==> src/rtl/writeback_sequencer.sv <==
// Writeback sequencer: merges ALU and load results onto the single register-file write port.
// Optional WB_BYPASS_EN: idle ALU results are written combinationally in the same cycle.
module writeback_sequencer #(
  parameter int FIFO_DEPTH = 4,
  parameter int DATA_WIDTH = 32
) (
  input  logic                        clk,
  input  logic                        reset,
  input  logic                        alu_valid,
  input  logic [3:0]                  alu_rd,
  input  logic [DATA_WIDTH-1:0]       alu_data,
  output logic                        alu_ready,
  input  logic                        mem_valid,
  input  logic [3:0]                  mem_rd,
  input  logic [DATA_WIDTH-1:0]       mem_data,
  output logic                        WE,
  output logic [3:0]                  destination_register,
  output logic [DATA_WIDTH-1:0]       WD,
  output logic                        pc_we,
  output logic [DATA_WIDTH-1:0]       pc_target,
  output logic [14:0]                 pending_mask,
  output logic [$clog2(FIFO_DEPTH):0] fifo_count
);

  localparam int PW = $clog2(FIFO_DEPTH);
  localparam int CW = PW + 1;
  localparam logic [3:0] PC_IDX = 4'd15;

  typedef struct packed {
    logic [3:0]            rd;
    logic [DATA_WIDTH-1:0] data;
  } wb_req_t;

  wb_req_t               fifo_q [FIFO_DEPTH];
  logic [PW-1:0]         wr_ptr_q, wr_ptr_d, rd_ptr_q, rd_ptr_d;
  logic [CW-1:0]         count_q, count_d;
  logic                  out_we_q, out_we_d, out_pc_we_q, out_pc_we_d;
  logic [3:0]            out_rd_q, out_rd_d;
  logic [DATA_WIDTH-1:0] out_data_q, out_data_d, out_pc_q, out_pc_d;

  wb_req_t issue_req;
  logic    issue_valid, push, pop, alu_accept, byp;

  // Ready comes from the registered count only, so a full FIFO refuses even while popping.
  assign alu_ready  = (count_q < CW'(FIFO_DEPTH)) & ~reset;
  assign alu_accept = alu_valid & alu_ready;
  assign fifo_count = count_q;

`ifdef WB_BYPASS_EN
  // Bypass only while the registered stage is idle, otherwise the two would collide on the port.
  assign byp = alu_accept & ~mem_valid & (count_q == '0) & ~out_we_q & ~out_pc_we_q;
`else
  assign byp = 1'b0;
`endif

  // NOTE: every output of this block gets a default first, so no latch can be inferred.
  always_comb begin
    issue_valid = 1'b0;
    issue_req   = '{rd: alu_rd, data: alu_data};
    push        = 1'b0;
    pop         = 1'b0;
    if (mem_valid) begin
      issue_valid = 1'b1;
      issue_req   = '{rd: mem_rd, data: mem_data};
      push        = alu_accept;
    end else if (count_q != '0) begin
      issue_valid = 1'b1;
      issue_req   = fifo_q[rd_ptr_q];
      pop         = 1'b1;
      push        = alu_accept;
    end else if (alu_accept) begin
      issue_valid = 1'b1;
    end
  end

  always_comb begin
    wr_ptr_d    = push ? wr_ptr_q + 1'b1 : wr_ptr_q;
    rd_ptr_d    = pop  ? rd_ptr_q + 1'b1 : rd_ptr_q;
    count_d     = count_q + CW'(push) - CW'(pop);
    out_we_d    = issue_valid & ~byp & (issue_req.rd != PC_IDX);
    out_pc_we_d = issue_valid & ~byp & (issue_req.rd == PC_IDX);
    out_rd_d    = out_we_d    ? issue_req.rd   : out_rd_q;
    out_data_d  = out_we_d    ? issue_req.data : out_data_q;
    out_pc_d    = out_pc_we_d ? issue_req.data : out_pc_q;
  end

  // NOTE: state registers use non-blocking assignments so every flop samples pre-edge values.
  always_ff @(posedge clk or posedge reset) begin
    if (reset) begin
      wr_ptr_q    <= '0;
      rd_ptr_q    <= '0;
      count_q     <= '0;
      out_we_q    <= 1'b0;
      out_pc_we_q <= 1'b0;
      out_rd_q    <= '0;
      out_data_q  <= '0;
      out_pc_q    <= '0;
    end else begin
      wr_ptr_q    <= wr_ptr_d;
      rd_ptr_q    <= rd_ptr_d;
      count_q     <= count_d;
      out_we_q    <= out_we_d;
      out_pc_we_q <= out_pc_we_d;
      out_rd_q    <= out_rd_d;
      out_data_q  <= out_data_d;
      out_pc_q    <= out_pc_d;
    end
  end

  // NOTE: FIFO storage is not reset; an entry is only meaningful while count_q covers it.
  always_ff @(posedge clk) begin
    if (push) fifo_q[wr_ptr_q] <= '{rd: alu_rd, data: alu_data};
  end

  always_comb begin
    WE                   = out_we_q;
    destination_register = out_rd_q;
    WD                   = out_data_q;
    pc_we                = out_pc_we_q;
    pc_target            = out_pc_q;
    if (byp) begin
      if (alu_rd == PC_IDX) begin
        pc_we     = 1'b1;
        pc_target = alu_data;
      end else begin
        WE                   = 1'b1;
        destination_register = alu_rd;
        WD                   = alu_data;
      end
    end
  end

  // Slot i holds a live entry when its distance from the read pointer is below the count.
  always_comb begin
    logic [PW-1:0] slot_off;
    pending_mask = '0;
    slot_off     = '0;
    for (int i = 0; i < FIFO_DEPTH; i++) begin
      slot_off = PW'(i) - rd_ptr_q;
      if (({1'b0, slot_off} < count_q) && (fifo_q[i].rd != PC_IDX))
        pending_mask[fifo_q[i].rd] = 1'b1;
    end
    if (out_we_q) pending_mask[out_rd_q] = 1'b1;
  end

endmodule

==> config.mk <==
export PLATFORM = sky130hd
export DESIGN_NAME = writeback_sequencer
export DESIGN_NICKNAME = d
export VERILOG_FILES = /design/src/rtl/writeback_sequencer.sv
export SDC_FILE = /design/constraint.sdc
export NUM_CORES = 1
export LEC_CHECK = 0
export CAP_MARGIN = 20
export CELL_PAD_IN_SITES_DETAIL_PLACEMENT = 1
export CELL_PAD_IN_SITES_GLOBAL_PLACEMENT = 2
export CORE_ASPECT_RATIO = 0.5
export CORE_MARGIN = 2
export CORE_UTILIZATION = 34
export CTS_CLUSTER_DIAMETER = 200
export DETAILED_ROUTE_END_ITERATION = 8
export HOLD_SLACK_MARGIN = 0.12
export PLACE_DENSITY = 0.75
export REMOVE_ABC_BUFFERS = 1
export SLEW_MARGIN = 10
export SYNTH_ARGS = -nofsm -noshare
export SYNTH_HDL_FRONTEND = slang
export SYNTH_SLANG_ARGS = --single-unit
==> constraint.sdc <==
create_clock -name clk -period 2.9 [get_ports clk]
set_clock_uncertainty 0.15 [all_clocks]
set_input_delay 0.58 -clock clk [delete_from_list [all_inputs] [get_ports clk]]
set_output_delay 0.58 -clock clk [all_outputs]
set_load 0.005 [all_outputs]
==> metrics.md, run 1 <==
| Metric | Value |
|---|---|
| Crit path required time | `2.17 ns` |
| Post-synthesis cell area | `10000 µm²` |
| Gpl congestion | `0.797` |
| Post-placement setup slack | `-0.216 ns` |
| WL/cell | `23.0 µm` |
| DRT antenna net count | `0` |
| Via-per-instance ratio | `5.12` |
| Clk slew on worst S/H paths | `0.07 ns` |
| Actual slew at the worst max-slew pin | `0.633 ns` |
| Via count | `6584` |
| Area Overhead vs Synth | `37.7%` |
| Clk_lat worst skew | `0.51 ns` |
| Average instance area after synthesis | `15.4 µm²` |
| Cts-stage hold buffer count | `0` |
| Post-detailed-routing wire length | `29600 µm` |
| Starting DRC count in detailed routing | `328` |
| CTS tree | `done` |
| Post-synthesis sequential area ratio | `0.625` |
| PortBufs | `164` |
| Placed instance area | `12400 µm²` |
| Global-route wire length before repair | `43800 µm` |
| Slew headroom | `0.578` |
| Global route overflow | `0` |
| Nets | `966` |
| Failing checks | `setup timing` |
| RSZ-0062 raised after global routing | `yes` |
| Drc violations | `0` |
| Sw Ratio | `0.316` |
| Die Wd | `246 µm` |
| Vias in the first global route | `7142` |
| Ys async rst share | `0.348` |
| Worst hold path class | `reg -> reg` |
| Hold Violations, Final | `0` |
| Fmax achieved | `0.304 GHz` |
| Combinational Power Share | `0.459` |
| Synth unique cells | `62` |
| Max Slew Vio Count | `0` |
| Yosys Warn Count | `0` |
| ANT cells | `0` |
| Ports | `165` |
| Initial antenna violation count | `0` |
| Min Hold Slack | `0.363 ns` |
| Clock share of power | `0.212` |
| EDFF count, synth | `144` |
| Psw | `0.00432 W` |
| Starting Density | `0.345` |
| Power per cell area | `993 nW/µm²` |
| Total Power | `0.0137 W` |
| Commonest non-fill, non-tap cells in the layout | `clkdlybuf4s50_1, edfxtp_1, dfrtp_1, buf_4, nand2_1` |
| CP Class | `reg -> out` |
| Flop pwr share | `0.328` |
| CP Capture Type | `output pin` |
| Number of buffers created by CTS | `22` |
| Largest net degree at the start of global routing | `43` |
| Final setup vio count | `18` |
| CP max FO | `3` |
| Design Area, Final | `13800 µm²` |
| Period utilization | `1.13` |
| Vert. Die Dim | `125 µm` |
| Final worst slack | `-0.388 ns` |
| Flop and latch count out of synthesis | `221` |
| Area of the die | `30900 µm²` |
| Commonest non-fill, non-tap cell in the layout | `clkdlybuf4s50_1` |
| GRT Overall Usage | `0.184` |
| Core Box Area | `29000 µm²` |
| Rows | `44` |
| TNS Setup | `-3.31 ns` |
| Mapped Cells | `647` |
| Clk sink count | `221` |
| Hpwl dp | `20100 µm` |
| Layout cells sized above 1 | `0.320` |
| Leak pwr | `5.42 nW` |
| Clock Root Buffer | `clkbuf_16` |
| Pint | `0.00934 W` |
| Worst Setup Start Kind | `flip-flop` |
| DR pass1 iterations | `4` |
| Min Tclk post-route | `3.29 ns` |
| Max_cap viols | `0` |
| Worst Path Arrival | `2.56 ns` |
| Synth Flop Type | `edfxtp_1` |
| Status | `finished, violations left` |
| Fillcell total | `2907` |
| Clock Tree Buf Depth | `3` |
| H-Tree Depth | `1` |
| Worst IR drop on VDD | `0.420 mV` |
[final timing paths]
check / slack, ns / endpoint / depth (start not counted) / start
max in group asynchronous: 0.98 / rd_ptr_q[0] / 5 / reset
hold / removal: 0.36 / pc_target[24] / 1 / pc_target[24]
hold reg to reg: 0.36 / pc_target[24] / 1 / pc_target[24]
min in group asynchronous: 0.54 / pc_target[22] / 4 / reset
setup reg to reg: -0.01 / WD[9] / 10 / rd_ptr_q[0]
setup / recovery: -0.39 / pending_mask[5] / 9 / rd_ptr_q[0]
[sequential cells by signal, summed over array words and instances, names as in the netlist]
name	cells
fifo_q	144
fifo_count	3
pc_target	32
wr_ptr_q	2
rd_ptr_q	2
destination_register	4
WE	1
pc_we	1
WD	32
[layer usage]
metal | global-route usage | routed length [µm] | vias to the layer above
met5 | 0 | 0 | -
met4 | 0.0425 | 590 | 0
met3 | 0.0225 | 869 | 40
met2 | 0.324 | 14900 | 107
met1 | 0.245 | 13200 | 3464
li1 | - | - | 2973
[cell usage after synthesis (all sizes together), types with 10 or more instances]
master	instances	area share
a21oi	10	0.0061
mux2	64	0.081
ha	10	0.013
inv	17	0.0064
o21ai	37	0.019
edfxtp	144	0.43
buf	20	0.015
nor2	17	0.0064
mux4	36	0.081
mux2i	32	0.032
nand2	50	0.019
dfrtp	77	0.19
nand3	12	0.0060
clkbuf	15	0.0058
[per-stage QoR]
step / cells / util
floorplan: 612 / -
global placement: 1220 / 0.430
detailed placement: 1220 / 0.430
CTS: 1266 / 0.461
global route: 1286 / 0.475
finish: 1286 / 0.475
[cell type report]
type | count | area, µm² | area share
sequential | 221 | 6250 | 0.454
clock inverter | 13 | 136 | 0.00991
multi-input combinational | 374 | 3790 | 0.275
clock buffer | 27 | 601 | 0.0436
tap | 391 | 489 | 0.0356
timing repair buffer | 243 | 2430 | 0.176
inverter | 17 | 67.6 | 0.00491
[what timing repair did]
action                                  4_1_cts  5_1_grt
endpoints found under the setup margin       31       68
pin swaps                                    33       36
endpoints found under the hold margin         0        0
cloned                                        0        4
gates resized for setup                      89       47
buffers inserted                              8       16
[power by group through the flow]
stage | sequential, W | clock [W] | combinational [W]
after floorplan | 0.00472 | 0 | 0.00252
after global placement | 0.00449 | 0 | 0.00536
after detailed placement | 0.00453 | 0 | 0.00544
after CTS | 0.00448 | 0.00297 | 0.00572
after global routing | 0.00456 | 0.00309 | 0.00671
final | 0.00449 | 0.00290 | 0.00627
[worst max-delay path, stage by stage, from the launching register on]
cell and delay, ns:
dfrtp_2 0.43, xor2_2 0.19, inv_2 0.07, ha_4 0.27
a21oi_4 0.05, o211ai_1 0.29, buf_4 0.18, o32ai_1 0.05
or3_1 0.38, buf_2 0.14
[cells by family (layout without fill, tap and decap cells)]
kind of cell | after synthesis | in the layout | share of synthesized area
multiplexers | 132 | 132 | 0.195
AND/OR/NAND/NOR | 125 | 125 | 0.0616
buffers and inverters | 52 | 300 | 0.0269
AO/OA/AOI/OAI | 100 | 100 | 0.0717
adder cells (fa/ha/maj) | 11 | 11 | 0.0145
XOR/XNOR | 6 | 6 | 0.00526
flip-flops | 221 | 221 | 0.625
(Power assumes the default switching activity.)
==> run 2: changes to the inputs <==
--- a/config.mk
+++ b/config.mk
@@ -10,11 +10,11 @@
 export CELL_PAD_IN_SITES_GLOBAL_PLACEMENT = 2
 export CORE_ASPECT_RATIO = 0.5
 export CORE_MARGIN = 2
-export CORE_UTILIZATION = 34
+export CORE_UTILIZATION = 38
 export CTS_CLUSTER_DIAMETER = 200
 export DETAILED_ROUTE_END_ITERATION = 8
 export HOLD_SLACK_MARGIN = 0.12
-export PLACE_DENSITY = 0.75
+export PLACE_DENSITY = 0.79
 export REMOVE_ABC_BUFFERS = 1
 export SLEW_MARGIN = 10
 export SYNTH_ARGS = -nofsm -noshare
==> constraint.sdc (replaced) <==
create_clock -name clk -period 3.55 [get_ports clk]
set_clock_uncertainty 0.15 [all_clocks]
set_input_delay 0.71 -clock clk [delete_from_list [all_inputs] [get_ports clk]]
set_output_delay 0.71 -clock clk [all_outputs]
set_load 0.005 [all_outputs]
==> metrics.md, run 2 (same netlist as run 1, synthesis figures left out) <==
| Metric | Value |
|---|---|
| Hold path cells | `1 (unchanged)` |
| Layout cells sized above 1 | `0.242 (-0.0775)` |
| CTS tree | `done` |
| Worst hold path class | `reg -> reg` |
| Starting DRC count in detailed routing | `330 (+0.61%)` |
| Clk sink count | `221 (unchanged)` |
| Leak pwr | `5.01 nW (-7.5%)` |
| Worst Path Arrival | `2.66 ns (+0.10 ns)` |
| Min Tclk post-route | `3.52 ns` |
| Via-per-instance ratio | `5.34 (+4.3%)` |
| HP Start | `pc_target[23]` |
| Drc violations | `0 (unchanged)` |
| Die Wd | `233 µm (-5.3%)` |
| Ports | `165 (unchanged)` |
| Fmax achieved | `0.284 GHz` |
| Post-detailed-routing wire length | `27000 µm (-8.8%)` |
| WL/cell | `22.7 µm (-1.5%)` |
| Slew headroom | `0.474 (-0.104)` |
| Via count | `6361 (-3.4%)` |
| Commonest non-fill, non-tap cell in the layout | `clkdlybuf4s50_1` |
| Vert. Die Dim | `119 µm (-5.2%)` |
| Hpwl dp | `18400 µm (-8.5%)` |
| Initial antenna violation count | `0 (unchanged)` |
| Global route overflow | `0 (unchanged)` |
| Rows | `41 (-6.8%)` |
| Max reg flops | `144 (unchanged)` |
| Number of buffers created by CTS | `21 (-4.5%)` |
| CP Class | `reg -> out` |
| DRT antenna net count | `0 (unchanged)` |
| Clock Root Buffer | `clkbuf_16` |
| Starting Density | `0.392 (+0.0469)` |
| Nets | `920 (-4.8%)` |
| Worst R2R Path Depth | `8 (-2)` |
| Largest Register | `fifo_q` |
| PortBufs | `164 (unchanged)` |
| R2R Path End | `WD[4]` |
| Clock Tree Buf Depth | `3 (unchanged)` |
| Cts-stage hold buffer count | `0 (unchanged)` |
| Gpl congestion | `0.875 (+9.8%)` |
| Area of the die | `27700 µm² (-10%)` |
| ANT cells | `0 (unchanged)` |
| Clk slew on worst S/H paths | `0.06 ns (about the same)` |
| Max_cap viols | `0 (unchanged)` |
| Global-route wire length before repair | `41700 µm (-4.9%)` |
| Final setup vio count | `0 (-18)` |
| H-Tree Depth | `1 (unchanged)` |
| Hold Violations, Final | `0 (unchanged)` |
| CP Capture Type | `output pin` |
| Min Hold Slack | `0.353 ns (-0.00925 ns)` |
| Max Slew Vio Count | `0 (unchanged)` |
| Core Box Area | `25500 µm² (-12%)` |
| Power per cell area | `783 nW/µm² (-21%)` |
| Actual slew at the worst max-slew pin | `0.789 ns (+0.157 ns)` |
| Period utilization | `0.993` |
| Worst Setup Start Kind | `flip-flop` |
| Largest net degree at the start of global routing | `43 (unchanged)` |
| CP max FO | `4 (+1)` |
| Worst IR drop on VDD | `0.343 mV (-18%)` |
| RSZ-0062 raised after global routing | `yes` |
| R2R setup slack | `0.25 ns (+0.26 ns)` |
| Status | `complete, no violations` |
| Worst R2R Start | `rd_ptr_q[0]` |
| Vias in the first global route | `6915 (-3.2%)` |
| Final core occ | `0.507 (+0.0316)` |
| Crit path required time | `2.69 ns (+0.52 ns)` |
| GRT Overall Usage | `0.197 (+0.0124)` |
| DR pass1 iterations | `4 (unchanged)` |
| TNS Setup | `0 ns (+3.31 ns)` |
| Hold Path End | `pc_target[23]` |
| Area Overhead vs Synth | `29.3%` |
| Commonest non-fill, non-tap cells in the layout | `clkdlybuf4s50_1, edfxtp_1, dfrtp_1, nand2_1, mux2_2` |
| Final worst slack | `0.0264 ns (+0.414 ns)` |
| Clk_lat worst skew | `0.50 ns (about the same)` |
| Post-placement setup slack | `0.232 ns (+0.448 ns)` |
-- run 2: changes by cell type in the layout (fill, tap and decap cells not counted), sizes merged --
| cell | delta |
|---|---|
| clkdlybuf4s50 | +4 |
| clkbuf | -8 |
| dlymetal6s2s | +1 |
| clkdlybuf4s15 | +1 |
| dlygate4sd2 | +8 |
| bufinv | -1 |
| clkinv | -3 |
| clkinvlp | +3 |
| buf | -53 |
-- run 2: where the power goes --
part	internal, W	switching (W)	total (W)
Combinational	0.00243	0.00181	0.00425
Clock	0.00119	0.000960	0.00215
Sequential	0.00332	0.000398	0.00372
Total	0.00694	0.00317	0.0101
-- run 2: how the worst max path moves through the flow --
| stage | start | endpoint | slack (ns) | depth (start not counted) |
|---|---|---|---|---|
| floorplan | reset | WD[0] | -0.87 | 4 |
| global route | rd_ptr_q[0] | pending_mask[5] | -0.07 | 8 |
| CTS | rd_ptr_q[0] | pending_mask[12] | -0.005 | 8 |
| detailed placement | rd_ptr_q[0] | pending_mask[14] | 0.23 | 8 |
| finish | rd_ptr_q[1] | pending_mask[1] | 0.03 | 8 |
| global placement | rd_ptr_q[0] | pending_mask[4] | 0.26 | 8 |
-- run 2: routing by layer --
metal	GRT usage	vias up	wire [µm]
met4	0.0525	0	629
li1	-	2863	-
met5	0	-	0
met3	0.0261	39	1100
met1	0.258	3320	11300
met2	0.344	139	13900
-- run 2: area by class of cell --
class                   instances  area (µm²)
well taps                     344         430
multi-input cells             374        3600
clock buffers                  25         551
clock inverters                12        95.1
repair buffers                198        1930
inverters                      17        65.1
fillers                      2467       12600
flip-flops and latches        221        6250
-- run 2: repair_timing --
action / 4_1_cts / 5_1_grt
pin swaps: 9 / 6
setup endpoints to repair: 15 / 10
setup buffers: 7 / 4
resized for setup: 24 / 10
-- run 2: through the flow --
stage / total power, W / area [µm²] / std cells
after global placement: 0.00776 / 12100 / 1143
after floorplan: 0.00591 / 9790 / 612
final: 0.0101 / 12900 / 1191
after detailed placement: 0.00786 / 12100 / 1143
after CTS: 0.0102 / 12800 / 1187
after global routing: 0.0107 / 12900 / 1191
-- run 2: worst max-delay path: stages (launching register included) --
cell             delay (ns)
dfrtp_2                0.41
inv_1                  0.06
ha_1                   0.28
a21boi_2               0.18
o21ba_4                0.26
nor2_1                 0.19
a32oi_2                0.16
nand4_1                0.14
clkdlybuf4s50_1        0.50
==> run 3: changes to the inputs <==
--- a/config.mk
+++ b/config.mk
@@ -11,6 +11,7 @@
 export CORE_ASPECT_RATIO = 0.5
 export CORE_MARGIN = 2
 export CORE_UTILIZATION = 38
+export CTS_BUF_LIST = sky130_fd_sc_hd__clkbuf_16
 export CTS_CLUSTER_DIAMETER = 200
 export DETAILED_ROUTE_END_ITERATION = 8
 export HOLD_SLACK_MARGIN = 0.12
==> metrics.md, run 3 (same netlist as run 1, synthesis figures left out) <==
| Metric | Value |
|---|---|
| DRT antenna net count | `0 (unchanged)` |
| Initial antenna violation count | `0 (unchanged)` |
| Area of the die | `27700 µm² (unchanged)` |
| GRT Overall Usage | `0.197 (about the same)` |
| PortBufs | `164 (unchanged)` |
| Core Box Area | `25500 µm² (unchanged)` |
| Max reg flops | `144 (unchanged)` |
| Actual slew at the worst max-slew pin | `0.802 ns (+0.0125 ns)` |
| Post-placement setup slack | `0.232 ns (unchanged)` |
| WL/cell | `22.7 µm (about the same)` |
| Clock Root Buffer | `clkbuf_16` |
| Final setup vio count | `0 (unchanged)` |
| Area Overhead vs Synth | `29.2% (about the same)` |
| Die Wd | `233 µm (unchanged)` |
| Vert. Die Dim | `119 µm (unchanged)` |
| RSZ-0062 raised after global routing | `yes` |
| CP cell instances | `inv_1 -> ha_1 -> a21boi_2 -> o21ba_4 -> nor2_1 -> a32oi_2 -> nand4_1 -> clkdlybuf4s50_1` |
| Hpwl dp | `18400 µm (unchanged)` |
| Crit path required time | `2.69 ns (about the same)` |
| Clk_lat worst skew | `0.50 ns (about the same)` |
| Vias in the first global route | `6918 (+0.043%)` |
| Buf/Inv on CP | `2 (unchanged)` |
| Nets | `920 (unchanged)` |
| Final worst slack | `0.0226 ns (-0.00388 ns)` |
| Hold Violations, Final | `0 (unchanged)` |
| Worst R2R Path Depth | `8 (unchanged)` |
| Starting Density | `0.392 (unchanged)` |
| Ports | `165 (unchanged)` |
| Global-route wire length before repair | `41700 µm (about the same)` |
| Worst Setup Start Kind | `flip-flop` |
| Placed cells | `1143 (unchanged)` |
| Power per cell area | `782 nW/µm² (-0.13%)` |
| Final non-filler cell total | `1191 (unchanged)` |
| ANT cells | `0 (unchanged)` |
| Largest stage delay on the critical path | `0.50 ns (about the same)` |
| Slew headroom | `0.466 (-0.00836)` |
| Max Slew Vio Count | `0 (unchanged)` |
| Drc violations | `0 (unchanged)` |
| Status | `complete, no violations` |
| Worst hold path class | `reg -> reg` |
| Hold path cells | `1 (unchanged)` |
| Starting DRC count in detailed routing | `369 (+12%)` |
| Largest net degree at the start of global routing | `43 (unchanged)` |
| Leak pwr | `5.02 nW (+0.14%)` |
| Via count | `6368 (+0.11%)` |
| Layout cells sized above 1 | `0.241 (-0.00118)` |
| Top delay family on crit path | `compound AO/OA/AOI/OAI gates` |
| Clk slew on worst S/H paths | `0.06 ns (about the same)` |
| CTS tree | `done` |
| Gpl congestion | `0.875 (unchanged)` |
| Worst IR drop on VDD | `0.346 mV (+0.75%)` |
| DR pass1 iterations | `4 (unchanged)` |
| Fmax achieved | `0.283 GHz (-0.11%)` |
| Global route overflow | `0 (unchanged)` |
| Post-detailed-routing wire length | `27000 µm (about the same)` |
| CP max FO | `4 (unchanged)` |
| Number of buffers created by CTS | `21 (unchanged)` |
| Clock Tree Buf Depth | `3 (unchanged)` |
| CP max stage cell | `clkdlybuf4s50_1` |
| R2R setup slack | `0.24 ns (about the same)` |
| Commonest non-fill, non-tap cells in the layout | `clkdlybuf4s50_1, edfxtp_1, dfrtp_1, nand2_1, mux2_2` |
| CP Capture Type | `output pin` |
| Period utilization | `0.994 (+0.00109)` |
| Clk sink count | `221 (unchanged)` |
| Levels on crit path | `8 (unchanged)` |
| Commonest non-fill, non-tap cell in the layout | `clkdlybuf4s50_1` |
| Max_cap viols | `0 (unchanged)` |
| Fillcell total | `2468 (+0.041%)` |
| H-Tree Depth | `1 (unchanged)` |
| CP Class | `reg -> out` |
| Min Tclk post-route | `3.53 ns (+0.00388 ns)` |
| Worst Path Arrival | `2.67 ns (about the same)` |
| Largest Register | `fifo_q` |
| Via-per-instance ratio | `5.35 (+0.11%)` |
| Rows | `41 (unchanged)` |
run 3: cell count changes in the layout (fill, tap and decap cells not counted), sizes merged:
| cell | previous run | this run |
|---|---|---|
| clkinv | 8 | 9 |
| clkbuf | 26 | 22 |
| inv | 17 | 20 |
run 3: area by class of cell:
class | instances | area [µm²] | share of cell area
Clock buffer | 21 | 526 | 0.0407
Clock inverter | 16 | 110 | 0.00853
Inverter | 17 | 65.1 | 0.00504
Multi-Input combinational cell | 374 | 3600 | 0.279
Sequential cell | 221 | 6250 | 0.484
Tap cell | 344 | 430 | 0.0333
Timing Repair Buffer | 198 | 1930 | 0.149
run 3: through the flow:
stage           util  cell area (µm²)  hold WS, ns  setup TNS (ns)  power [W]
6_report       0.506            12900        0.354               0     0.0101
5_1_grt        0.506            12900        0.371          -0.360     0.0107
4_1_cts        0.504            12800        0.359        -0.00514     0.0102
3_5_place_dp   0.474            12100        0.345               0    0.00786
3_3_place_gp   0.474            12100        0.339               0    0.00776
2_1_floorplan      -             9790        0.354          -54.32    0.00591
run 3: repair_timing:
action	CTS	global route
gates cloned	0	0
setup endpoints to repair	15	10
setup buffers	7	4
hold buffers	0	0
pin swaps	9	6
gates resized for setup	24	10
run 3: power breakdown:
part / total (W) / internal (W) / switching (W)
Clock: 0.00212 / 0.00116 / 0.000965
Sequential: 0.00372 / 0.00332 / 0.000400
Combinational: 0.00425 / 0.00243 / 0.00182
run 3: worst paths after layout:
path	to	startpoint
min in group asynchronous	fifo_count[2]	reset
worst min-delay path	pc_target[23]	pc_target[23]
worst max-delay path	pending_mask[1]	rd_ptr_q[1]
worst min register to register	pc_target[23]	pc_target[23]
max in group asynchronous	WD[26]	reset
worst max register to register	WD[9]	rd_ptr_q[0]
run 3: per-layer routing:
layer / GRT usage / up-vias / share of wire
li1: - / 2865 / -
met1: 0.257 / 3323 / 0.43
met2: 0.344 / 137 / 0.51
met3: 0.0261 / 43 / 0.035
met4: 0.0525 / 0 / 0.025
met5: 0 / - / 0
run 3: worst reg2reg max path, cell delays in order, from the launching register on:
cell and delay [ns]:
dfrtp_2 0.39, buf_4 0.13, buf_4 0.62, mux4_2 0.64
a221o_1 0.28, o211a_2 0.17, a21oi_4 0.17, buf_4 0.30
mux2_4 0.34
